## src/rtl/keylock_pkg.sv

```systemverilog
// Shared definitions for the keypad lock: key codes, FSM state encoding and
// small sizing helpers used by the lock core and its code bank.
package keylock_pkg;

   localparam int DIGIT_W = 4;

   localparam logic [3:0] KEY_STAR = 4'd10;
   localparam logic [3:0] KEY_HASH = 4'd11;

   typedef enum logic [2:0] {
      ST_IDLE,
      ST_ENTRY,
      ST_CHECK,
      ST_PROG_NEW,
      ST_PROG_CONFIRM,
      ST_LOCKOUT
   } state_e;

   function automatic logic is_digit(input logic [3:0] k);
      return k <= 4'd9;
   endfunction

   // Index width that stays legal for a single-entry table.
   function automatic int idx_width(input int n);
      return (n > 1) ? $clog2(n) : 1;
   endfunction

endpackage

```

## src/rtl/code_bank.sv

```systemverilog
// User code storage: SLOTS registers with valid bits, indexed read for the
// sequential scan, parallel presence check and a lowest-free/round-robin write.
module code_bank
   import keylock_pkg::*;
#(
   parameter int SLOTS = 4,
   parameter int CW    = 24,
   localparam int IW   = idx_width(SLOTS)
) (
   input  logic          clk,
   input  logic          rst_n,
   input  logic [IW-1:0] rd_idx_i,
   output logic [CW-1:0] rd_code_o,
   output logic          rd_valid_o,
   input  logic [CW-1:0] query_i,
   output logic          present_o,
   input  logic          wr_en_i,
   input  logic [CW-1:0] wr_data_i
);

   logic [CW-1:0]    code_q [SLOTS];
   logic [SLOTS-1:0] valid_q;
   logic [IW-1:0]    rr_q;
   logic [IW-1:0]    free_idx;
   logic             free_found;
   logic [IW-1:0]    wr_idx;

   assign rd_code_o  = code_q[rd_idx_i];
   assign rd_valid_o = valid_q[rd_idx_i];

   always_comb begin
      present_o  = 1'b0;
      free_found = 1'b0;
      free_idx   = '0;
      for (int i = 0; i < SLOTS; i++) begin
         if (valid_q[i] && (code_q[i] == query_i)) present_o = 1'b1;
         if (!valid_q[i] && !free_found) begin
            free_found = 1'b1;
            free_idx   = IW'(i);
         end
      end
      wr_idx = free_found ? free_idx : rr_q;
   end

   // NOTE: the code array is reset too, so a reset really forgets every enrolled
   // code instead of only dropping the valid bits over stale data.
   always_ff @(posedge clk or negedge rst_n) begin
      if (!rst_n) begin
         valid_q <= '0;
         rr_q    <= '0;
         for (int i = 0; i < SLOTS; i++) code_q[i] <= '0;
      end else if (wr_en_i) begin
         code_q[wr_idx]  <= wr_data_i;
         valid_q[wr_idx] <= 1'b1;
         if (!free_found) rr_q <= (rr_q == IW'(SLOTS - 1)) ? '0 : rr_q + IW'(1);
      end
   end

endmodule

```

## src/rtl/multi_code_lock.sv

```systemverilog
// Keypad lock core: collects BCD digits, scans master plus user slots at a fixed
// latency, toggles the lock, handles two-step enrolment and attempt lockout.
module multi_code_lock
   import keylock_pkg::*;
#(
   parameter int DIGITS      = 6,
   parameter int SLOTS       = 4,
   parameter int MAX_FAIL    = 3,
   parameter int LOCKOUT_CYC = 36000000,
   parameter logic [4*DIGITS-1:0] MASTER = 24'h555116
) (
   input  logic       hwclk,
   input  logic       resetN,
   input  logic [3:0] key,
   input  logic       key_valid,
   output logic       locked,
   output logic       pass,
   output logic       fail,
   output logic       prog_mode,
   output logic       lockout,
   output logic       busy,
   output logic [3:0] n_digits
);

   localparam int CW = DIGIT_W * DIGITS;
   localparam int SW = $clog2(SLOTS + 1);
   localparam int IW = idx_width(SLOTS);
   localparam int LW = $clog2(LOCKOUT_CYC + 1);

   state_e        state_q, state_d;
   logic [CW-1:0] buf_q, buf_d;
   logic [CW-1:0] cand_q, cand_d;
   logic [3:0]    cnt_q, cnt_d;
   logic [3:0]    fails_q, fails_d;
   logic [LW-1:0] lock_cnt_q, lock_cnt_d;
   logic [SW-1:0] scan_q, scan_d;
   logic          hit_m_q, hit_m_d, hit_s_q, hit_s_d;
   logic          locked_q, locked_d, pass_q, pass_d, fail_q, fail_d;

   logic [CW-1:0] rd_code;
   logic          rd_valid, present, wr_en;
   logic [3:0]    fail_next;
   logic          in_prog, m_now, s_now;

   code_bank #(.SLOTS(SLOTS), .CW(CW)) u_bank (
      .clk        (hwclk),
      .rst_n      (resetN),
      .rd_idx_i   (IW'(scan_q - SW'(1))),
      .rd_code_o  (rd_code),
      .rd_valid_o (rd_valid),
      .query_i    (cand_q),
      .present_o  (present),
      .wr_en_i    (wr_en),
      .wr_data_i  (cand_q)
   );

   assign fail_next = fails_q + 4'd1;
   assign in_prog   = (state_q == ST_PROG_NEW) || (state_q == ST_PROG_CONFIRM);
   // Scan index 0 is the master code; index i>0 reads slot i-1.
   assign m_now = hit_m_q || ((scan_q == '0) && (buf_q == MASTER));
   assign s_now = hit_s_q || ((scan_q != '0) && rd_valid && (rd_code == buf_q));

   // NOTE: every next-state signal gets a default before the case so no path
   // leaves one unassigned and infers a latch.
   always_comb begin
      state_d    = state_q;
      buf_d      = buf_q;
      cand_d     = cand_q;
      cnt_d      = cnt_q;
      fails_d    = fails_q;
      lock_cnt_d = lock_cnt_q;
      scan_d     = scan_q;
      hit_m_d    = hit_m_q;
      hit_s_d    = hit_s_q;
      locked_d   = locked_q;
      pass_d     = 1'b0;
      fail_d     = 1'b0;
      wr_en      = 1'b0;
      case (state_q)
         ST_CHECK: begin
            scan_d  = scan_q + SW'(1);
            hit_m_d = m_now;
            hit_s_d = s_now;
            if (scan_q == SW'(SLOTS)) begin
               buf_d   = '0;
               scan_d  = '0;
               hit_m_d = 1'b0;
               hit_s_d = 1'b0;
               state_d = ST_IDLE;
               if (m_now) begin
                  state_d = ST_PROG_NEW;
                  fails_d = '0;
               end else if (s_now) begin
                  pass_d   = 1'b1;
                  locked_d = ~locked_q;
                  fails_d  = '0;
               end else begin
                  fail_d  = 1'b1;
                  fails_d = fail_next;
                  if (fail_next == 4'(MAX_FAIL)) begin
                     state_d    = ST_LOCKOUT;
                     lock_cnt_d = LW'(LOCKOUT_CYC - 1);
                  end
               end
            end
         end
         ST_LOCKOUT: begin
            if (lock_cnt_q == '0) begin
               state_d = ST_IDLE;
               fails_d = '0;
               buf_d   = '0;
               cnt_d   = '0;
            end else begin
               lock_cnt_d = lock_cnt_q - LW'(1);
            end
         end
         ST_IDLE, ST_ENTRY, ST_PROG_NEW, ST_PROG_CONFIRM: begin
            if (key_valid && is_digit(key)) begin
               buf_d = (buf_q << DIGIT_W) | CW'(key);
               cnt_d = (cnt_q == 4'(DIGITS + 1)) ? cnt_q : cnt_q + 4'd1;
               if (state_q == ST_IDLE) state_d = ST_ENTRY;
            end else if (key_valid && (key == KEY_STAR)) begin
               buf_d = '0;
               cnt_d = '0;
            end else if (key_valid && (key == KEY_HASH)) begin
               cnt_d = '0;
               if (cnt_q != 4'(DIGITS)) begin
                  buf_d   = '0;
                  fail_d  = 1'b1;
                  state_d = ST_IDLE;
                  if (!in_prog) begin
                     fails_d = fail_next;
                     if (fail_next == 4'(MAX_FAIL)) begin
                        state_d    = ST_LOCKOUT;
                        lock_cnt_d = LW'(LOCKOUT_CYC - 1);
                     end
                  end
               end else if (state_q == ST_PROG_NEW) begin
                  buf_d = '0;
                  if (buf_q == MASTER) begin
                     fail_d  = 1'b1;
                     state_d = ST_IDLE;
                  end else begin
                     cand_d  = buf_q;
                     state_d = ST_PROG_CONFIRM;
                  end
               end else if (state_q == ST_PROG_CONFIRM) begin
                  buf_d   = '0;
                  state_d = ST_IDLE;
                  if (buf_q == cand_q) begin
                     pass_d = 1'b1;
                     wr_en  = !present;
                  end else begin
                     fail_d = 1'b1;
                  end
               end else begin
                  state_d = ST_CHECK;
                  scan_d  = '0;
                  hit_m_d = 1'b0;
                  hit_s_d = 1'b0;
               end
            end
         end
         default: state_d = ST_IDLE;
      endcase
   end

   always_ff @(posedge hwclk or negedge resetN) begin
      if (!resetN) begin
         state_q    <= ST_IDLE;
         buf_q      <= '0;
         cand_q     <= '0;
         cnt_q      <= '0;
         fails_q    <= '0;
         lock_cnt_q <= '0;
         scan_q     <= '0;
         hit_m_q    <= 1'b0;
         hit_s_q    <= 1'b0;
         locked_q   <= 1'b1;
         pass_q     <= 1'b0;
         fail_q     <= 1'b0;
      end else begin
         state_q    <= state_d;
         buf_q      <= buf_d;
         cand_q     <= cand_d;
         cnt_q      <= cnt_d;
         fails_q    <= fails_d;
         lock_cnt_q <= lock_cnt_d;
         scan_q     <= scan_d;
         hit_m_q    <= hit_m_d;
         hit_s_q    <= hit_s_d;
         locked_q   <= locked_d;
         pass_q     <= pass_d;
         fail_q     <= fail_d;
      end
   end

   assign locked    = locked_q;
   assign pass      = pass_q;
   assign fail      = fail_q;
   assign prog_mode = in_prog;
   assign lockout   = (state_q == ST_LOCKOUT);
   assign busy      = (state_q == ST_CHECK);
   assign n_digits  = cnt_q;

endmodule

```

## config.mk

```make
export PLATFORM = sky130hd
export DESIGN_NAME = multi_code_lock
export DESIGN_NICKNAME = d
export VERILOG_FILES = /design/src/rtl/keylock_pkg.sv /design/src/rtl/code_bank.sv /design/src/rtl/multi_code_lock.sv
export SDC_FILE = /design/constraint.sdc
export NUM_CORES = 1
export LEC_CHECK = 0
export ABC_AREA = 1
export BUFFER_PORTS_ARGS = -buffer_cell sky130_fd_sc_hd__buf_2
export CAP_MARGIN = 10
export CORE_MARGIN = 2
export CORE_UTILIZATION = 45
export DETAILED_ROUTE_END_ITERATION = 8
export SLEW_MARGIN = 20
export SYNTH_ARGS = -nofsm -noshare
export SYNTH_HDL_FRONTEND = slang
export SYNTH_SLANG_ARGS = --single-unit
```

## constraint.sdc

```tcl
create_clock -name hwclk -period 6 [get_ports hwclk]
set_input_delay 0.3 -clock hwclk [delete_from_list [all_inputs] [get_ports hwclk]]
set_output_delay 0.3 -clock hwclk [all_outputs]
set_load 0.01 [all_outputs]
```

==> metrics <==
Root Buffer=clkbuf_16; commonest non-fill, non-tap cell in the layout=nand2_1; fin cells=roughly 2000; Buffers on Ports=16; Slew headroom=between 20% and 30%; maximum VDD drop=between 0.00015 and 0.0002 V; Clock Skew=16.6 ps; Clock Pin Slew Worst Setup and Hold Paths=~80 ps; Placed Cells=approximately 2000; DRT Pass-1 Iters=6; setup TNS=0 ps; CP Capture Type=flip-flop; H-tree depth=4; WHS=just under 100 ps; r2r worst-path depth=16; FILL cells=roughly 2600; leakage=~0.0063 uW; via count of the first global-routing pass=~11000; critical path peak fanout=51; CP Data Required Time=between 6000 and 7000 ps; Final Max Slew Viols=0; commonest cells after routing, fill and taps aside=nand2_1, dfrtp_1, nand3_1; max-cap violations=0; Hold Fails Final Rpt=0; Post-Route WL=40200 um; TritonCTS buffer count=17; CP max stage cell=ha_1; synthesized instance count=about 1700; final setup fails=0; Sw Ratio=slightly above 40%; io pins=17; CORE AREA=~0.026 mm2; Synth Cell Area=about 0.012 mm2; first-pass GRT wire length=approximately 64000 um; layout cell share with drive strength beyond 1=6.39%; Mapped Nets=about 1700; EDFF count, synth=0; DRC=0; startpoint types=flip-flop; initial antenna violation count=0; clk_lat worst skew=roughly 460 ps; Final nets=1646; maximum clock rate=between 200 and 250 MHz; die span in x=167 um; Crit Reg-Reg Endpoint=lock_cnt_q[17]$_DFFE_PN0P_; antenna-violating nets left=0; dpl hpwl=around 28000 um; critical path, cell by cell=inv_4 -> ha_1 -> inv_4 -> nand3_1 -> nand2_1 -> nand2_1 -> nand2_1 -> nor2_1 -> nand3_1 -> nor2_1 -> nand3_2 -> nand2_4 -> nand2_4 -> nand2_4 -> nand2_1 -> nand2_1; Cell Rows=59; largest net degree at the start of global routing=100; Vias=between 10000 and 15000; mean post-synth cell area=just over 7 um2; Async S/R FF share, synth=100%; vias per inst=around 5.8; RSZ-0062 raised after global routing=false; Power Density=around 330 mW/mm2; postcts setup bufs=0; hold path depth=3; end of the worst hold path=buf_q[3]$_DFFE_PN0P_; clock sink count=between 150 and 200; most frequent CP cell=nand2_1; Yosys warnings=0; Setup WS post-layout=~1900 ps; Antenna Cells=0; register area=0.00488 mm2; Logic pwr share=33.4%; pre-CTS worst setup slack=1950 ps; Total GRT Usage=29.4%; Period Utilization, post-route=68.6%; HP Class=in -> reg; Tmin final=4120 ps; footprint of the multi-input gates=a little over 0.006 mm2; Worst Max-Slew Pin Slew=1100 ps; routed length per instance=around 20 um; crit path DAT=between 4000 and 5000 ps; routability cong.=just under 1; critical path class=reg -> reg; clock buffer depth=2; grt total ovfl=0; Starting Density=between 40% and 50%; initial DRC count=1267; Yosys cell types=45; Clock power frac=between 20 and 30%; Die Area=between 0.02 and 0.03 mm2; critical hold path startpoint=key[3]; r2r startpoint=scan_q[0]$_DFFE_PN0P_; Post-synth top flop=dfrtp_1; Sw Pwr=about 1700 uW; Reg2Reg Setup Slack=1880 ps; CTS tree=yes; sequential fraction of design power=a little under two fifths; die height=roughly 170 um; CP peak stage delay=between 900 and 1000 ps; Int Power=~2500 uW; status=finished clean; Core Util, Final=a little under 50%; sequential-to-total area share from yosys stat=approximately two fifths; #FFs+latches synth=just under 200; Area growth, synth to finish=5.83%
-- flip-flops by register name, summed over array words and instances (netlist names), 2 cells and up --
signal,cells
buf_q,24
cand_q,24
fails_q,4
lock_cnt_q,26
n_digits,4
scan_q,3
state_q,3
u_bank.code_q,96
u_bank.rr_q,2
u_bank.valid_q,4
-- layer usage --
metal	track usage (%)	vias up	wire, um
li1	-	5397	-
met1	43.9	5516	18800
met2	44.0	415	17600
met3	4.70	59	2800
met4	8.73	0	972
met5	0	-	0
-- power by group through the flow --
stage	logic, uW	clock network, uW	registers [uW]
2_1_floorplan	1050	0	1580
3_3_place_gp	1350	0	1630
3_5_place_dp	1360	0	1630
4_1_cts	1370	1190	1600
5_1_grt	1580	1240	1630
6_report	1400	1180	1610
-- final cells by class --
cell class | count | area share, %
clock inverter | 14 | 1.16
tap | 335 | 3.31
sequential | 195 | 38.5
inverter | 123 | 3.68
multi-input combinational | 1265 | 48.3
timing repair buffer | 29 | 1.55
clock buffer | 18 | 3.47
-- cells by family after synthesis --
| kind of cell | count (synthesis) | synth area share, % |
|---|---|---|
| AO/OA/AOI/OAI | 132 | 6.29 |
| adder cells (fa/ha/maj) | 8 | 0.836 |
| flip-flops | 195 | 40.8 |
| AND/OR/NAND/NOR | 1058 | 38.9 |
| buffers and inverters | 219 | 8.32 |
| XOR/XNOR | 67 | 4.90 |
-- critical path, delay by kind of cell (launching register included) --
family                   cells  cell delay, ps
adder cells (fa/ha/maj)      1             980
buffers and inverters        2             740
flip-flops                   1             430
AND/OR/NAND/NOR             13            1890
-- how the worst max path moves through the flow --
stage,start,end,slack [ps],depth (start not counted)
after floorplan,scan_q[0]$_DFFE_PN0P_,lock_cnt_q[12]$_DFFE_PN0P_,3480,19
after global placement,scan_q[0]$_DFFE_PN0P_,lock_cnt_q[4]$_DFFE_PN0P_,2030,16
after detailed placement,scan_q[0]$_DFFE_PN0P_,lock_cnt_q[19]$_DFFE_PN0P_,1950,16
after CTS,scan_q[0]$_DFFE_PN0P_,lock_cnt_q[19]$_DFFE_PN0P_,1940,16
after global routing,scan_q[0]$_DFFE_PN0P_,lock_cnt_q[21]$_DFFE_PN0P_,1580,16
final,scan_q[0]$_DFFE_PN0P_,lock_cnt_q[17]$_DFFE_PN0P_,1880,16
-- cells in the mapped netlist (3+ instances only) --
cell | count | area (um2)
nand2_1 | 611 | 2290
dfrtp_1 | 194 | 4850
nand3_1 | 145 | 726
nand4_1 | 126 | 788
nor2_1 | 116 | 435
inv_1 | 112 | 420
o21ai_0 | 59 | 295
buf_2 | 48 | 240
o22ai_1 | 39 | 244
xor2_1 | 36 | 315
xnor2_1 | 31 | 272
clkbuf_1 | 25 | 93.8
nor3_1 | 19 | 95.1
a21oi_1 | 16 | 80.1
or2_2 | 15 | 93.8
buf_4 | 11 | 82.6
buf_6 | 9 | 101
inv_2 | 9 | 33.8
ha_1 | 8 | 100
o21ai_1 | 5 | 25.0
a21boi_1 | 4 | 30.0
or2_1 | 4 | 25.0
buf_1 | 3 | 11.3
nand2_4 | 3 | 33.8
nor2_2 | 3 | 18.8
-- through the flow --
stage	power (uW)	cell area, um2
2_1_floorplan	2630	12000
3_5_place_dp	2990	12100
5_1_grt	4440	12700
4_1_cts	4160	12700
6_report	4180	12700
3_3_place_gp	2980	12100
-- what timing repair did --
| item | CTS | global route |
|---|---|---|
| resized for setup | 0 | 0 |
| hold endpoints to repair | 63 | 0 |
| hold buffers | 1 | 0 |
No activity file was read; power rests on OpenSTA's default activity.
